==> config.mk <==
export PLATFORM = sky130hd
export DESIGN_NAME = instruction_fetch_sequencer
export DESIGN_NICKNAME = d
export VERILOG_FILES = /design/src/rtl/instruction_fetch_sequencer_pkg.sv /design/src/rtl/instruction_fetch_sequencer_fetch_queue.sv /design/src/rtl/instruction_fetch_sequencer.sv
export SDC_FILE = /design/constraint.sdc
export NUM_CORES = 1
export LEC_CHECK = 0
export BUFFER_PORTS_ARGS = -buffer_cell sky130_fd_sc_hd__buf_2
export CORE_MARGIN = 4
export CORE_UTILIZATION = 40
export DETAILED_ROUTE_END_ITERATION = 6
export GPL_ROUTABILITY_DRIVEN = 0
export PLACE_DENSITY = 0.59
export SYNTH_ARGS = -nofsm -noshare
export SYNTH_HDL_FRONTEND = slang
export SYNTH_SLANG_ARGS = --single-unit
export TNS_END_PERCENT = 20
==> constraint.sdc <==
create_clock -name clk -period 3.68 [get_ports clk]
set_input_delay 0.368 -clock clk [delete_from_list [all_inputs] [get_ports clk]]
set_output_delay 0.368 -clock clk [all_outputs]
set_load 0.005 [all_outputs]
==> src/rtl/instruction_fetch_sequencer_pkg.sv <==
// Shared constants and types for the instruction fetch sequencer and its fetch queue.
// Holds the reset PC default, instruction width, PC increment and the NOP encoding.
package instruction_fetch_sequencer_pkg;

   localparam int          INSTR_WIDTH      = 32;
   localparam logic [31:0] DEFAULT_RESET_PC = 32'h0040_0000;
   localparam logic [31:0] PC_INCREMENT     = 32'h0000_0004;
   // Bubble encoding (addi x0,x0,0) for stages downstream of decode.
   localparam logic [31:0] NOP_INSTR        = 32'h0000_0013;

   typedef enum logic [1:0] {
      QOP_HOLD = 2'b00,
      QOP_POP  = 2'b01,
      QOP_PUSH = 2'b10,
      QOP_BOTH = 2'b11
   } queue_op_t;

endpackage

==> src/rtl/instruction_fetch_sequencer_fetch_queue.sv <==
// Synchronous FIFO of fetched {PC, instruction} pairs with push, pop, clear and occupancy.
// DEPTH must be a power of two so pointer wrap is a natural binary overflow.
module instruction_fetch_sequencer_fetch_queue
   import instruction_fetch_sequencer_pkg::*;
#(
   parameter int WIDTH = 64,
   parameter int DEPTH = 4
) (
   input  logic                     clk,
   input  logic                     reset,
   input  logic                     push,
   input  logic                     pop,
   input  logic                     clear,
   input  logic [WIDTH-1:0]         wr_data,
   output logic [WIDTH-1:0]         rd_data,
   output logic [$clog2(DEPTH):0]   count
);

   localparam int PTR_W = $clog2(DEPTH);
   localparam int CNT_W = PTR_W + 1;

   logic [WIDTH-1:0] mem [DEPTH];
   logic [PTR_W-1:0] wr_ptr;
   logic [PTR_W-1:0] rd_ptr;
   logic [CNT_W-1:0] cnt;
   queue_op_t        op;

   always_comb begin
      op = queue_op_t'({push, pop});
   end

   // A full queue with a simultaneous pop overwrites the slot being read out this cycle.
   always_ff @(posedge clk) begin
      if (push && !clear) begin
         mem[wr_ptr] <= wr_data;
      end
   end

   always_ff @(posedge clk or posedge reset) begin
      if (reset) begin
         wr_ptr <= {PTR_W{1'b0}};
         rd_ptr <= {PTR_W{1'b0}};
         cnt    <= {CNT_W{1'b0}};
      end else if (clear) begin
         wr_ptr <= {PTR_W{1'b0}};
         rd_ptr <= {PTR_W{1'b0}};
         cnt    <= {CNT_W{1'b0}};
      end else begin
         if (push) begin
            wr_ptr <= wr_ptr + PTR_W'(1);
         end
         if (pop) begin
            rd_ptr <= rd_ptr + PTR_W'(1);
         end
         case (op)
            QOP_PUSH: cnt <= cnt + CNT_W'(1);
            QOP_POP:  cnt <= cnt - CNT_W'(1);
            QOP_HOLD: cnt <= cnt;
            QOP_BOTH: cnt <= cnt;
            default:  cnt <= cnt;
         endcase
      end
   end

   assign rd_data = mem[rd_ptr];
   assign count   = cnt;

endmodule

==> src/rtl/instruction_fetch_sequencer.sv <==
// Program counter owner: fetches one ROM word per cycle into a small queue feeding decode.
// Supports halt via Fetch_Enable_i and flush/redirect from branch resolution.
module instruction_fetch_sequencer
   import instruction_fetch_sequencer_pkg::*;
#(
   parameter int                    DATA_WIDTH  = INSTR_WIDTH,
   parameter logic [DATA_WIDTH-1:0] RESET_PC    = DATA_WIDTH'(DEFAULT_RESET_PC),
   parameter int                    QUEUE_DEPTH = 4
) (
   input  logic                          clk,
   input  logic                          reset,
   input  logic                          Fetch_Enable_i,
   input  logic                          Flush_i,
   input  logic [DATA_WIDTH-1:0]         Target_i,
   output logic [DATA_WIDTH-1:0]         Mem_Address_o,
   input  logic [DATA_WIDTH-1:0]         Mem_Instruction_i,
   output logic                          Valid_o,
   input  logic                          Ready_i,
   output logic [DATA_WIDTH-1:0]         Instruction_o,
   output logic [DATA_WIDTH-1:0]         PC_o,
   output logic [$clog2(QUEUE_DEPTH):0]  Count_o
);

   localparam int CNT_W = $clog2(QUEUE_DEPTH) + 1;

   logic [DATA_WIDTH-1:0]   pc;
   logic [DATA_WIDTH-1:0]   next_pc;
   logic [DATA_WIDTH-1:0]   aligned_target;
   logic [2*DATA_WIDTH-1:0] head;
   logic [CNT_W-1:0]        count;
   logic                    valid;
   logic                    push;
   logic                    pop;

   assign valid = (count != {CNT_W{1'b0}});

   always_comb begin
      pop  = valid & Ready_i & ~Flush_i;
      push = Fetch_Enable_i & ~Flush_i & ((count < CNT_W'(QUEUE_DEPTH)) | pop);
   end

   // Redirect targets are forced to word alignment by clearing the low two bits.
   always_comb begin
      aligned_target = Target_i & ~{{(DATA_WIDTH-2){1'b0}}, 2'b11};
      if (Flush_i) begin
         next_pc = aligned_target;
      end else if (push) begin
         next_pc = pc + DATA_WIDTH'(PC_INCREMENT);
      end else begin
         next_pc = pc;
      end
   end

   always_ff @(posedge clk or posedge reset) begin
      if (reset) begin
         pc <= RESET_PC;
      end else begin
         pc <= next_pc;
      end
   end

   instruction_fetch_sequencer_fetch_queue #(
      .WIDTH (2*DATA_WIDTH),
      .DEPTH (QUEUE_DEPTH)
   ) u_fetch_queue (
      .clk     (clk),
      .reset   (reset),
      .push    (push),
      .pop     (pop),
      .clear   (Flush_i),
      .wr_data ({pc, Mem_Instruction_i}),
      .rd_data (head),
      .count   (count)
   );

   // Head fields are gated to zero while the queue is empty.
   always_comb begin
      if (valid) begin
         PC_o          = head[2*DATA_WIDTH-1:DATA_WIDTH];
         Instruction_o = head[DATA_WIDTH-1:0];
      end else begin
         PC_o          = {DATA_WIDTH{1'b0}};
         Instruction_o = {DATA_WIDTH{1'b0}};
      end
   end

   assign Mem_Address_o = pc;
   assign Valid_o       = valid;
   assign Count_o       = count;

endmodule

## After elaboration in Yosys (flattened, before gate mapping)

Memory sizes are Yosys's and may differ from the RTL's.
Cells that the tools add are included.

- $add $sub $neg: 5
- Magnitude comparators: 1
- Equality and inequality tests: 4
- Mux-type cells: 12
- Bitwise operators: 6
- Reductions and logical operators: 7

Operator list:

| operator | count |
|---|---|
| 2-to-1 mux 32 bit | 4 |
| adder 32 x 3 -> 32 bit, second input constant | 1 |
| 2-to-1 mux 2 bit | 4 |
| case mux 3 bit (2 select lines) | 1 |
| adder 2 x 1 -> 2 bit, second input constant | 2 |
| AND 1 bit | 4 |
| equality test 2 bit, second input constant | 2 |
| nonzero test 2 bit | 2 |
| adder 3 x 1 -> 3 bit, second input constant | 1 |
| less-than comparator 3 bit, second input constant | 1 |
| 2-to-1 mux 3 bit | 1 |
| nonzero test 3 bit | 1 |
| subtractor 3 x 1 -> 3 bit, second input constant | 1 |
| equality test 2 x 1 -> 1 bit, second input constant | 1 |
| logical NOT 2 bit | 1 |
| 2-to-1 mux 1 bit | 2 |
| != test 2 x 1 -> 1 bit, second input constant | 1 |
| OR reduction 2 bit | 1 |
| logical AND 1 bit | 1 |
| logical NOT 1 bit | 1 |
| NOT 1 bit | 1 |
| OR 1 bit | 1 |

- Register bits: 39
- Memory bits (writable): 256
- Input bits: 69
- Word-level logic and storage cells: 40
- Memories kept: 1

Memories:

| name | depth | width | rd ports | clocked after memory_dff | wr ports | line | text |
|---|---|---|---|---|---|---|---|
| u_fetch_queue.mem | 4 | 64 | 1 | 0 | 1 | instruction_fetch_sequencer_fetch_queue.sv:22 | `logic [WIDTH-1:0] mem [DEPTH];` |

## Logic depth before layout (Yosys ltp)

- Depth in word-level cells: 8
- Gate-level depth with buffers: 9
- Gate-level depth less buffers: 8

## Modules after synthesis

Synthesis repeated with hierarchy kept, for this count alone.

- Cell total of the unflattened synthesis: 694
- Area, all modules: 12141.6 µm²

Modules (own cells, without submodules):

| module | instances | cells each | area an instance (µm²) |
|---|---|---|---|
| instruction_fetch_sequencer_fetch_queue | 1 | 374 | 9645.5 |
| instruction_fetch_sequencer | 1 | 320 | 2496.1 |

## Worst setup path before layout

Ideal clock, no wire load.

- Path kind: reg2reg
- From: register u_fetch_queue.cnt[2], in the netlist u_fetch_queue.count[2]
- To: memory u_fetch_queue.mem[0][0] (enable)
- Arrival: 2.283 ns
- Data required time: 3.253 ns
- Slack: 0.971 ns
- Stages on the path, launching flop included: 4
- Path buffers: 0
- Clock period less this slack: 2.709 ns
- Path through: dfrtp_1 nand2b_1 and3_1 and2_1

- Cells in the longest elaborated chain, start to end: 8
- Elaborated cells on any way between the ends: 9
- Those cells by class: order compare (1); mux (2); bitwise (4); reduce/logical (2)

Ends and longest elaborated chain:

| item | line | text |
|---|---|---|
| start: declaration | instruction_fetch_sequencer_fetch_queue.sv:25 | `logic [CNT_W-1:0] cnt;` |
| start signal: assignment | instruction_fetch_sequencer_fetch_queue.sv:43 | `cnt <= {CNT_W{1'b0}};` |
| start signal: assignment | instruction_fetch_sequencer_fetch_queue.sv:47 | `cnt <= {CNT_W{1'b0}};` |
| start signal: assignment | instruction_fetch_sequencer_fetch_queue.sv:56 | `QOP_PUSH: cnt <= cnt + CNT_W'(1);` |
| nonzero test 3 bit | instruction_fetch_sequencer.sv:35 | `assign valid = (count != {CNT_W{1'b0}});` |
| AND 1 bit (2 in a row) | instruction_fetch_sequencer.sv:38 | `pop = valid & Ready_i & ~Flush_i;` |
| OR 1 bit * | instruction_fetch_sequencer.sv:39 | `push = Fetch_Enable_i & ~Flush_i & ((count < CNT_W'(QUEUE_DEPTH)) \| pop);` |
| AND 1 bit * | instruction_fetch_sequencer.sv:39 |  |
| logical AND 1 bit * | instruction_fetch_sequencer_fetch_queue.sv:34 | `if (push && !clear) begin` |
| 2-to-1 mux 1 bit * | instruction_fetch_sequencer_fetch_queue.sv:34 |  |
| 2-to-1 mux 1 bit (implied by the code) * | instruction_fetch_sequencer_fetch_queue.sv:35 | `mem[wr_ptr] <= wr_data;` |
| end: declaration | instruction_fetch_sequencer_fetch_queue.sv:22 |  |

Mark *: on every way between the ends. The rest lies on a longest branch, timed or not.

## Worst setup path after layout

- From: register u_fetch_queue.rd_ptr[0]
- To: output port Instruction_o[21]

- Cells in the longest elaborated chain, start to end: 2

Ends and longest elaborated chain:

| item | line | text |
|---|---|---|
| start: declaration | instruction_fetch_sequencer_fetch_queue.sv:24 | `logic [PTR_W-1:0] rd_ptr;` |
| start signal: assignment | instruction_fetch_sequencer_fetch_queue.sv:42 | `rd_ptr <= {PTR_W{1'b0}};` |
| start signal: assignment | instruction_fetch_sequencer_fetch_queue.sv:46 | `rd_ptr <= {PTR_W{1'b0}};` |
| start signal: assignment | instruction_fetch_sequencer_fetch_queue.sv:53 | `rd_ptr <= rd_ptr + PTR_W'(1);` |
| memory read (4 x 64 bit) | -- |  |
| 2-to-1 mux 32 bit | instruction_fetch_sequencer.sv:78 | `if (valid) begin` |
| end: declaration | instruction_fetch_sequencer.sv:19 | `output logic [DATA_WIDTH-1:0] Instruction_o,` |

Every way passes these cells.

==> metrics <==
width of the die=177 µm; Post-synth EDFFs=248; vias post-DR=6,310; first-iteration detailed-routing DRC count=407; gr usage total=0.156; net load switching power=1.71 mW; first-pass GRT wire length=38,400 µm; Ports=169; drt drc=0; initial antenna violation count=0; Clk network pwr share=0.399; post-synth cell types=40; post-detail-place hpwl=15,100 µm; nets=887; Design Power=7.71 mW; Place WS=1.16 ns; Slew HR=0.314; number of CTS-inserted buffers=30; Post-CTS Hold Buffers=0; most frequent cells in the layout=edfxtp_1 (248), buf_2 (162), and2_1 (63), mux4_2 (62), nand2_1 (39); CTS tree=done; postcts setup bufs=0; fill cell count=2,455; Synth Register Bits=285; syn_area_per_cell=17.9 µm²; CTS-repair resized insts=0; max-slew violation count=0; Slew @ Worst Pin=1.03 ns; status=finished, final reports clean; Bufs on Longest Clock Path=3; crit-path max cell delay=0.70 ns; Cells after Synth=641; mapped cell area=11,500 µm²; critical path's top delay family=flip-flops; most common cell after layout, fill and taps aside=edfxtp_1; Startpoint Class=flip-flop; CP Data Required Time=3.31 ns; CP Data Arrival Time=2.53 ns; Synth area leader=edfxtp_1; drt via density=5.20; RSZ-0062 raised after global routing=false; Clock Tree Root=clkbuf_16; CP Cell Sequence=buf_4, mux4_2, and2_1, buf_2; PwrDens=559 nW/µm²; flop2flop setup slack=1.14 ns; sw frac=0.221; largest net degree at the start of global routing=65; clk slew on worst S/H paths=0.06 ns; setup violators final=0; Rows=61; register share of total power=0.493; Die Ht=177 µm; leakage power=4.92 nW; total congestion overflow=0; antenna-violating nets left=0; min-delay worst type=in -> reg; Warnings, synthesis=0; PnR worst setup slack=0.785 ns; Comb pwr share=0.107; port bufs=162; most area-consuming cells after synthesis=edfxtp_1 (65%), mux4_2 (12%), dfrtp_1 (7.8%); layout cells sized above 1=0.347; non-filler cells, final=1,213; commonest register cell after synthesis=edfxtp_1; Highest Clock Rate=345 MHz; Tmin final=2.89 ns; sequential-to-total area share from yosys stat=0.729; worst-path fanout max=18; Worst VDD drop=0.272 mV; Antenna Diode Count=0; initial core utilization=0.409; Tcrit/Tclk final=0.787; Layout Skew=0.00908 ns; clk sink count=285; Yosys top cell area share=0.648; WS Path Type=reg -> out; Async SR Flop Fraction=0.130; max_cap viols=0; setup TNS=0 ns; number of global-route vias before repair=6,767; # H-tree levels=1; clock latency on the worst-skew pair=0.54 ns; Inst Count DP=1,157; final wirelength=24,800 µm; core footprint=28,100 µm²; worst path bufs/invs=2; Pre-antenna DRT Iters=4; CP Capture Type=primary output; Slowest-stage cell, CP=dfrtp_4; die footprint=31,500 µm²; Int Pwr=6.00 mW; synth-to-layout area growth=20.1%; final hold violation count=0; drt wl/cell=20.5 µm
-- synthesized netlist by cell type (4+ instances only) --
library cell	instances
xor2_1	7
nor3_1	12
ha_1	6
clkbuf_1	22
mux4_2	62
buf_4	4
nor2_1	10
nand3_1	13
dfrtp_1	36
buf_1	4
xnor2_1	21
and2_1	67
or3_1	7
o21ai_0	28
edfxtp_1	248
buf_2	6
inv_1	11
nor4_1	6
nand2_1	39
nand4_1	5
-- layout make-up --
class                      count  area (µm²)  share of cell area
sequential                   285        8380               0.608
multi-input combinational    312        2940               0.213
timing repair buffer         171         928              0.0673
clock buffer                  44         875              0.0634
tap                          378         473              0.0343
clock inverter                12         158              0.0114
inverter                      11        41.3             0.00299
-- cell families after synthesis --
group	after synthesis	synth area share
XOR/XNOR	28	0.0214
flip-flops	285	0.729
multiplexers	64	0.123
other	1	0.000326
AO/OA/AOI/OAI	36	0.0178
buffers and inverters	47	0.0173
AND/OR/NAND/NOR	173	0.0826
adder cells (fa/ha/maj)	7	0.00828
-- metal layers --
metal,share of wire,global-route usage
met1,0.44,0.218
met2,0.47,0.252
met3,0.075,0.0396
met4,0.015,0.0319
met5,0,0
-- worst paths after layout --
kind	startpoint	to	cells past startpoint
setup / recovery	u_fetch_queue.rd_ptr[0]	Instruction_o[21]	4
hold / removal	Target_i[12]	Mem_Address_o[12]	3
setup reg to reg	Mem_Address_o[7]	Mem_Address_o[31]	5
hold reg to reg	u_fetch_queue.wr_ptr[1]	u_fetch_queue.wr_ptr[1]	2
max in group asynchronous	reset	Mem_Address_o[30]	3
min in group asynchronous	reset	Mem_Address_o[4]	2
-- flip-flops by register name, summed over array words and instances, names as in the netlist --
register              cells
u_fetch_queue.rd_ptr      2
Mem_Address_o            30
u_fetch_queue.wr_ptr      2
u_fetch_queue.count       3
u_fetch_queue.mem       248
-- tightest hold or removal path, delay by kind of cell --
| family | cells | cell delay, ns |
|---|---|---|
| buf+inv | 1 | 0.07 |
| simple gates | 1 | 0.04 |
| compound gates | 1 | 0.05 |
-- power groups by stage --
stage / sequential [mW] / combinational (mW) / clock, mW
finish: 3.80 / 0.827 / 3.08
detailed placement: 3.87 / 0.854 / 0
global placement: 3.86 / 0.844 / 0
floorplan: 3.80 / 0.514 / 0
CTS: 3.81 / 0.857 / 3.16
global route: 3.82 / 0.924 / 3.30
-- stage by stage --
step / hold slack (ns) / util / instance area [µm²]
after floorplan: 0.467 / - / 11500
after global placement: 0.556 / 0.454 / 12800
after detailed placement: 0.578 / 0.454 / 12800
after CTS: 0.00901 / 0.491 / 13800
after global routing: 0.0166 / 0.491 / 13800
final: 0.0374 / 0.491 / 13800
Power figures use the tool's default switching activity.
